`config.mk`:
```
export PLATFORM = sky130hd
export DESIGN_NAME = data_mem_arbiter
export DESIGN_NICKNAME = d
export VERILOG_FILES = /design/src/rtl/data_mem_arbiter.sv
export SDC_FILE = /design/constraint.sdc
export NUM_CORES = 1
export LEC_CHECK = 0
export CAP_MARGIN = 20
export CORE_AREA = 2 2 96 98
export CTS_BUF_LIST = sky130_fd_sc_hd__clkbuf_2 sky130_fd_sc_hd__clkbuf_4 sky130_fd_sc_hd__clkbuf_8
export CTS_CLUSTER_SIZE = 8
export DETAILED_ROUTE_END_ITERATION = 8
export DIE_AREA = 0 0 98 100
export PLACE_DENSITY = 0.69
export SYNTH_ARGS = -nofsm -noshare
export SYNTH_HDL_FRONTEND = slang
export SYNTH_SLANG_ARGS = --single-unit
```
`constraint.sdc`:
```
create_clock -name clk -period 6 [get_ports clk]
set_input_delay 1.5 -clock clk [delete_from_list [all_inputs] [get_ports clk]]
set_output_delay 1.5 -clock clk [all_outputs]
set_load 0.02 [all_outputs]
```
`src/rtl/data_mem_arbiter.sv`:
```
// Two-requester data-memory arbiter with round-robin grant, lock/timeout,
// and one-cycle read-data return routing.
module data_mem_arbiter #(
  parameter int AW       = 11,
  parameter int DW       = 32,
  parameter int LOCK_MAX = 16
) (
  input  logic          clk,
  input  logic          reset,
  input  logic          req0,
  input  logic          lock0,
  input  logic [3:0]    we0,
  input  logic [AW-1:0] addr0,
  input  logic [DW-1:0] wdata0,
  output logic          gnt0,
  output logic          rvalid0,
  output logic [DW-1:0] rdata0,
  input  logic          req1,
  input  logic          lock1,
  input  logic [3:0]    we1,
  input  logic [AW-1:0] addr1,
  input  logic [DW-1:0] wdata1,
  output logic          gnt1,
  output logic          rvalid1,
  output logic [DW-1:0] rdata1,
  output logic          mem_en,
  output logic [3:0]    mem_we,
  output logic [AW-1:0] mem_addr,
  output logic [DW-1:0] mem_wdata,
  input  logic [DW-1:0] mem_rdata,
  output logic          lock_err
);

  typedef enum logic [1:0] {
    IDLE,
    OWN0,
    OWN1
  } state_t;

  state_t     state_q, state_d;
  logic       last_q, last_d;
  logic [7:0] cnt_q, cnt_d;
  logic       rsel_q, rpend_q;
  logic       tmo;

  // Timeout fires on the last permitted locked cycle.
  assign tmo = (state_q != IDLE) &&
               (cnt_q == 8'(LOCK_MAX - 1));

  // Grant: owner only while locked, round-robin when idle.
  always_comb begin
    gnt0 = 1'b0;
    gnt1 = 1'b0;
    if (reset) begin
      gnt0 = req0 &
             ((state_q == OWN0) ||
              ((state_q == IDLE) && (!req1 || last_q)));
      gnt1 = req1 &
             ((state_q == OWN1) ||
              ((state_q == IDLE) && (!req0 || !last_q)));
    end
  end

  // Memory-side mux from the granted requester.
  always_comb begin
    mem_we    = '0;
    mem_addr  = '0;
    mem_wdata = '0;
    unique case (1'b1)
      gnt0: begin
        mem_we    = we0;
        mem_addr  = addr0;
        mem_wdata = wdata0;
      end
      gnt1: begin
        mem_we    = we1;
        mem_addr  = addr1;
        mem_wdata = wdata1;
      end
      default: ;
    endcase
  end

  assign mem_en   = gnt0 | gnt1;
  assign lock_err = reset & tmo;

  // Ownership FSM, lock counter and round-robin pointer.
  always_comb begin
    state_d = state_q;
    cnt_d   = cnt_q;
    last_d  = last_q;
    if (gnt0) last_d = 1'b0;
    if (gnt1) last_d = 1'b1;
    unique case (state_q)
      IDLE: begin
        cnt_d = '0;
        if (gnt0 && lock0)      state_d = OWN0;
        else if (gnt1 && lock1) state_d = OWN1;
      end
      OWN0: begin
        cnt_d = cnt_q + 8'd1;
        if (tmo) begin
          state_d = IDLE;
          last_d  = 1'b0;
        end else if (gnt0 && !lock0) begin
          state_d = IDLE;
        end
      end
      OWN1: begin
        cnt_d = cnt_q + 8'd1;
        if (tmo) begin
          state_d = IDLE;
          last_d  = 1'b1;
        end else if (gnt1 && !lock1) begin
          state_d = IDLE;
        end
      end
      default: state_d = IDLE;
    endcase
  end

  // Arbiter state registers.
  always_ff @(posedge clk or negedge reset) begin
    if (!reset) begin
      state_q <= IDLE;
      last_q  <= 1'b1;
      cnt_q   <= '0;
    end else begin
      state_q <= state_d;
      last_q  <= last_d;
      cnt_q   <= cnt_d;
    end
  end

  // Remember who issued a read so the data returns to them.
  always_ff @(posedge clk or negedge reset) begin
    if (!reset) begin
      rsel_q  <= 1'b0;
      rpend_q <= 1'b0;
    end else begin
      rsel_q  <= gnt1;
      rpend_q <= mem_en && (mem_we == 4'b0000);
    end
  end

  assign rvalid0 = rpend_q & ~rsel_q;
  assign rvalid1 = rpend_q &  rsel_q;
  assign rdata0  = (reset && !rsel_q) ? mem_rdata : '0;
  assign rdata1  = (reset &&  rsel_q) ? mem_rdata : '0;

endmodule

```
Yosys cells after proc, flatten, opt, wreduce, memory -nomap -nowiden
Index checks and enable logic that the tools add are counted.
{"block": "totals", "ff_bits": 13, "inputBits": 132, "out_inout_bits": 117, "word_cells": 65}
{"block": "classes", "bitwise": 7, "eq_ne": 6, "reduce_logical": 26, "muxes": 20, "n_addsub": 1}
{"operator": "$mux 32", "n": 2}
{"operator": "$pmux 32 s2", "n": 1}
{"operator": "$pmux 11 s2", "n": 1}
{"operator": "$pmux 8 s2", "n": 1}
{"operator": "$mux 2", "n": 6}
{"operator": "$logic_and 1x1->1", "n": 10}
{"operator": "$add 8x1->8 const B", "n": 1}
{"operator": "$eq 8x4->1 const B", "n": 1}
{"operator": "$pmux 4 s2", "n": 1}
{"operator": "$logic_not 1->1", "n": 6}
{"operator": "$mux 1", "n": 6}
{"operator": "$ne 3x2->1 const B", "n": 2}
{"operator": "$pmux 2 s3", "n": 1}
{"operator": "$and 1x1->1", "n": 5}
{"operator": "$logic_not 4->1", "n": 1}
{"operator": "$logic_or 1x1->1", "n": 4}
{"operator": "$reduce_bool 2->1", "n": 2}
{"operator": "$ne 3x1->1 const B", "n": 1}
{"operator": "$reduce_and 3->1", "n": 1}
{"operator": "$eq 2x1->1 const B", "n": 1}
{"operator": "$eq 2x2->1 const B", "n": 1}
{"operator": "$logic_not 2->1", "n": 1}
{"operator": "$pmux 1 s2", "n": 1}
{"operator": "$reduce_or 2->1", "n": 1}
{"operator": "2 further kinds", "n": 2}

Logic depth before layout (Yosys ltp)
{"block": "depth", "depth_word": 10, "ltp_mapped": 7, "depth_no_buf": 6}

Worst setup path after synthesis
Ideal clock, no wire load.
{"block": "synth_path", "path_type": "input-to-output", "startpoint": "input reset", "endpoint": "output mem_addr[1]", "slack_ns": 1.748, "required_ns": 4.500, "path_stages": 5, "n_path_buf": 2, "arrival_time_ns": 2.752, "cell_sequence": "buf_2 > o211ai_1 > nor2_2 > clkbuf_1 > a22o_1"}
{"block": "synth_between", "elab_chain_cells": 2, "elab_cells_between_ends": 3, "cone_classes": "mux: 3"}
{"item": "start: declaration", "line_no": "9", "rtl": "input logic reset,"}
{"item": "$mux 1", "line_no": "54", "rtl": "if (reset) begin"}
{"item": "net gnt0", "line_no": "15", "rtl": "output logic gnt0,"}
{"item": "$pmux 11 s2", "line_no": "69", "rtl": "unique case (1'b1)"}
{"item": "end: declaration", "line_no": "28", "rtl": "output logic [AW-1:0] mem_addr,"}
The timed path passes the listed nets, and every way through them passes these cells.

Worst setup path in the final report
{"block": "layout_path", "startpoint": "input reset", "endpoint": "output rdata0[27]"}
{"block": "layout_between", "elab_chain_cells": 2}
{"item": "$logic_and 1x1->1", "line_no": "148", "rtl": "assign rdata0 = (reset && !rsel_q) ? mem_rdata : '0;"}
{"item": "$mux 32", "line_no": "148"}
{"item": "end: declaration", "line_no": "17", "rtl": "output logic [DW-1:0] rdata0,"}
No other way between the ends.

==> flow_summary_export.csv <==
group,metric,value,unit
synthesis,muxShareOfSynthArea,0.579,%
die,initial_core_util,19.5,%
clock_network,clk_path_buf_depth,2,
synthesis,synth_warnings,0,
drt,viasPerCell,4.61,
synthesis,synth_edf_count,0,
pwr,p_total,1.02,mW
synthesis,yosys.area.top_type_share,23.8,%
placement,hpwlAfterDp,7670,um
worst_setup_path,critPathKind,"in -> out",
synthesis,synth-xor-area-share,0,%
synthesis,synth_seq_area_share,18.9,%
layout,final_util,49.3,%
timing,rsz0062_at_grt,"false",
clock_network,insertion_delay,0.24,ns
synthesis,async_reset_ff_share,100,%
timing,setup_tns,0,ns
pwr,switching_share,44.1,%
clock_network,htreeDepth,1,
pwr,peakVddDrop,116,uV
die,dieArea,9800,um2
global_route,grt_max_degree,50,
worst_setup_path,crit_path_max_fanout,49,
pwr,power.leakage,1.80,nW
clock_network,cts_hold_buf,0,
clock_network,numClockSinks,13,
layout,syn_to_final_growth,154,%
timing,max_freq,193,MHz
placement,gp_congestion,0.846,
synthesis,synthAdderAreaFrac,3.62,%
global_route,grt_first_pass_wirelength,13400,um
die,fp.dieW,98,um
global_route,grt_use_total,16.8,%
synthesis,synthSimpleGateAreaFrac,36.4,%
die,die_h,100,um
timing,tightest_slew,0.926,ns
placement,portBuffers,248,
die,design.core.area,8890,um2
timing,timing.hold.ws,0.510,ns
drt,wl_per_cell,16.0,um
pwr,switchingPower,0.449,mW
drt,first_pass_iters,4,
clock_network,root_buffer,"clkbuf_8",
timing,report.final.slew_viol_count,0,
global_route,globalRouteOverflowTotal,0,
pwr,clockPowerShare,8.0,%
pwr,internal-power,0.569,mW
die,pin_count,249,
worst_setup_path,cp_data_arrival_time,3.68,ns
layout,drive_gt1_share,4.40,%
layout,n_fill_cell,843,
clock_network,path_clk_slew,0.06,ns
pwr,seqPwrFrac,13.0,%
layout,final_nets,593,
die,row_count,35,
clock_network,numCtsBuffers,3,
timing,maxSlewHeadroom,38.3,%
pwr,power.density,232,nW/um2
synthesis,synth_nets,356,
drt,antenna_left,0,
timing,period_needed,5.18,ns
pwr,p_comb_share,79.0,%
synthesis,ys_ff_latch,13,
synthesis,synth_ff_type,"dfrtp_1",
status,status,"finished clean",
worst_setup_path,setup.worst_path.start_class,"input pin",
drt,wl,9070,um
synthesis,yosys-top-cells-area,"a22o_1, dfrtp_1, and2_1",
global_route,grt_antenna_before_repair,0,
layout,postLayoutCellArea,4390,um2
worst_setup_path,r2r_slack,3.85,ns
synthesis,synth_compound_area_share,34.7,%
synthesis,netlist_area,1730,um2
run,cap_violations,0,
min_path,hp-class,"reg -> reg",
synthesis,synthCells,219,
timing,finalSetupViolations,0,
drt,drt_iter0_drc,73,
synthesis,synth_top_family_by_area,"simple AND/OR/NAND/NOR gates",
timing,fin_skew,0.00522,ns
clock_network,cts_tree,"done",
timing,finalCritPeriodShare,86.3,%
timing,hold_viol,0,
synthesis,yosysUniqueCellTypes,38,
placement,place_area,4330,um2
global_route,grt_pass1_vias,2458,
synthesis,yosys.area.top_type,"a22o_1",
drt,via_count,2612,
drt,drc,0,
worst_setup_path,required,4.50,ns
worst_setup_path,cp-end-kind,"output pin",
clock_network,post_cts_buffers,0,
clock_network,cts_resized,0,
synthesis,synth_area_per_cell,7.90,um2
## cell usage in the layout, fill, tap and decap left out, drive strengths merged
cell type / instances
a211o: 1
a21boi: 1
a21o: 2
a21oi: 2
a221oi: 1
a22o: 47
a22oi: 1
a2bb2oi: 1
a31oi: 2
and2: 34
and3: 33
buf: 8
clkbuf: 4
clkdlybuf4s50: 246
dfrtp: 12
dfstp: 1
diode: 1
ha: 5
inv: 4
mux2i: 1
nand2: 10
nand2b: 3
nand3: 3
nand3b: 2
nor2: 3
nor2b: 5
nor3: 1
nor3b: 1
nor4: 1
nor4b: 1
o2111a: 1
o211ai: 4
o21ai: 9
o31ai: 1
or2: 1
or3: 1
or4: 2
## flip-flops by register name, indices dropped and copies added (netlist names)
| name | flops |
|---|---|
| cnt_q | 8 |
| last_q | 1 |
| rpend_q | 1 |
| state_q | 2 |
| rsel_q | 1 |
## final cells by class
| type | instances | area [um2] | area share [%] |
|---|---|---|---|
| Clock buffer | 4 | 48.8 | 1.11 |
| Timing Repair Buffer | 254 | 2550 | 58.1 |
| Sequential cell | 13 | 327 | 7.45 |
| Tap cell | 111 | 139 | 3.17 |
| Antenna cell | 1 | 2.50 | 0.0571 |
| Multi-Input combinational cell | 180 | 1310 | 29.8 |
| Inverter | 4 | 15.0 | 0.342 |
## through the flow
stage | std cells | worst slack (ns)
2_1_floorplan | 219 | 1.75
3_3_place_gp | 562 | 0.804
3_5_place_dp | 562 | 0.791
4_1_cts | 566 | 0.784
5_1_grt | 566 | 0.702
6_report | 567 | 0.825
## routing by layer
metal / wire (um) / track usage, %
met5: 0 / 0
met4: 75 / 2.67
met3: 793 / 5.22
met2: 4300 / 27.8
met1: 3900 / 22.1
## cells in the mapped netlist (2+ instances only)
cell type   n
nor2b_1     5
nand3_1     3
o211ai_1    4
buf_2       3
nand3b_1    2
o21ai_0     9
inv_1       4
nor2_2      2
and3_1     33
and2_1     34
ha_1        5
a21oi_1     2
a21o_1      2
clkbuf_1   19
nand2_1    10
dfrtp_1    12
nand2b_1    3
a22o_1     47
## power groups by stage
| stage | registers [mW] | logic, mW | clock network (mW) |
|---|---|---|---|
| 2_1_floorplan | 0.122 | 0.430 | 0 |
| 3_3_place_gp | 0.133 | 0.799 | 0 |
| 3_5_place_dp | 0.134 | 0.805 | 0 |
| 4_1_cts | 0.133 | 0.807 | 0.0836 |
| 5_1_grt | 0.136 | 0.853 | 0.0863 |
| 6_report | 0.133 | 0.804 | 0.0814 |
## final timing paths
path / start / to / cells past startpoint
min in group asynchronous: reset / cnt_q[1] / 2
max reg2reg: state_q[0] / rpend_q / 7
min reg2reg: cnt_q[2] / cnt_q[2] / 1
max in group asynchronous: reset / last_q / 2
min: cnt_q[2] / cnt_q[2] / 1
max: reset / rdata0[27] / 6
## logic make-up (layout without fill, tap and decap cells)
| kind of cell | count (synthesis) | count (layout) |
|---|---|---|
| simple gates | 101 | 101 |
| compound gates | 73 | 73 |
| buf+inv | 26 | 262 |
| flops | 13 | 13 |
| fa+ha+maj | 5 | 5 |
| mux | 1 | 1 |
| other cells | 0 | 1 |
## critical path: stages
cell             delay (ns)
clkdlybuf4s50_1        0.52
buf_4                  0.41
nor2b_1                0.22
buf_4                  0.24
and2_1                 0.14
clkdlybuf4s50_1        0.62
Note: power is estimated with default switching activity, not from simulation.
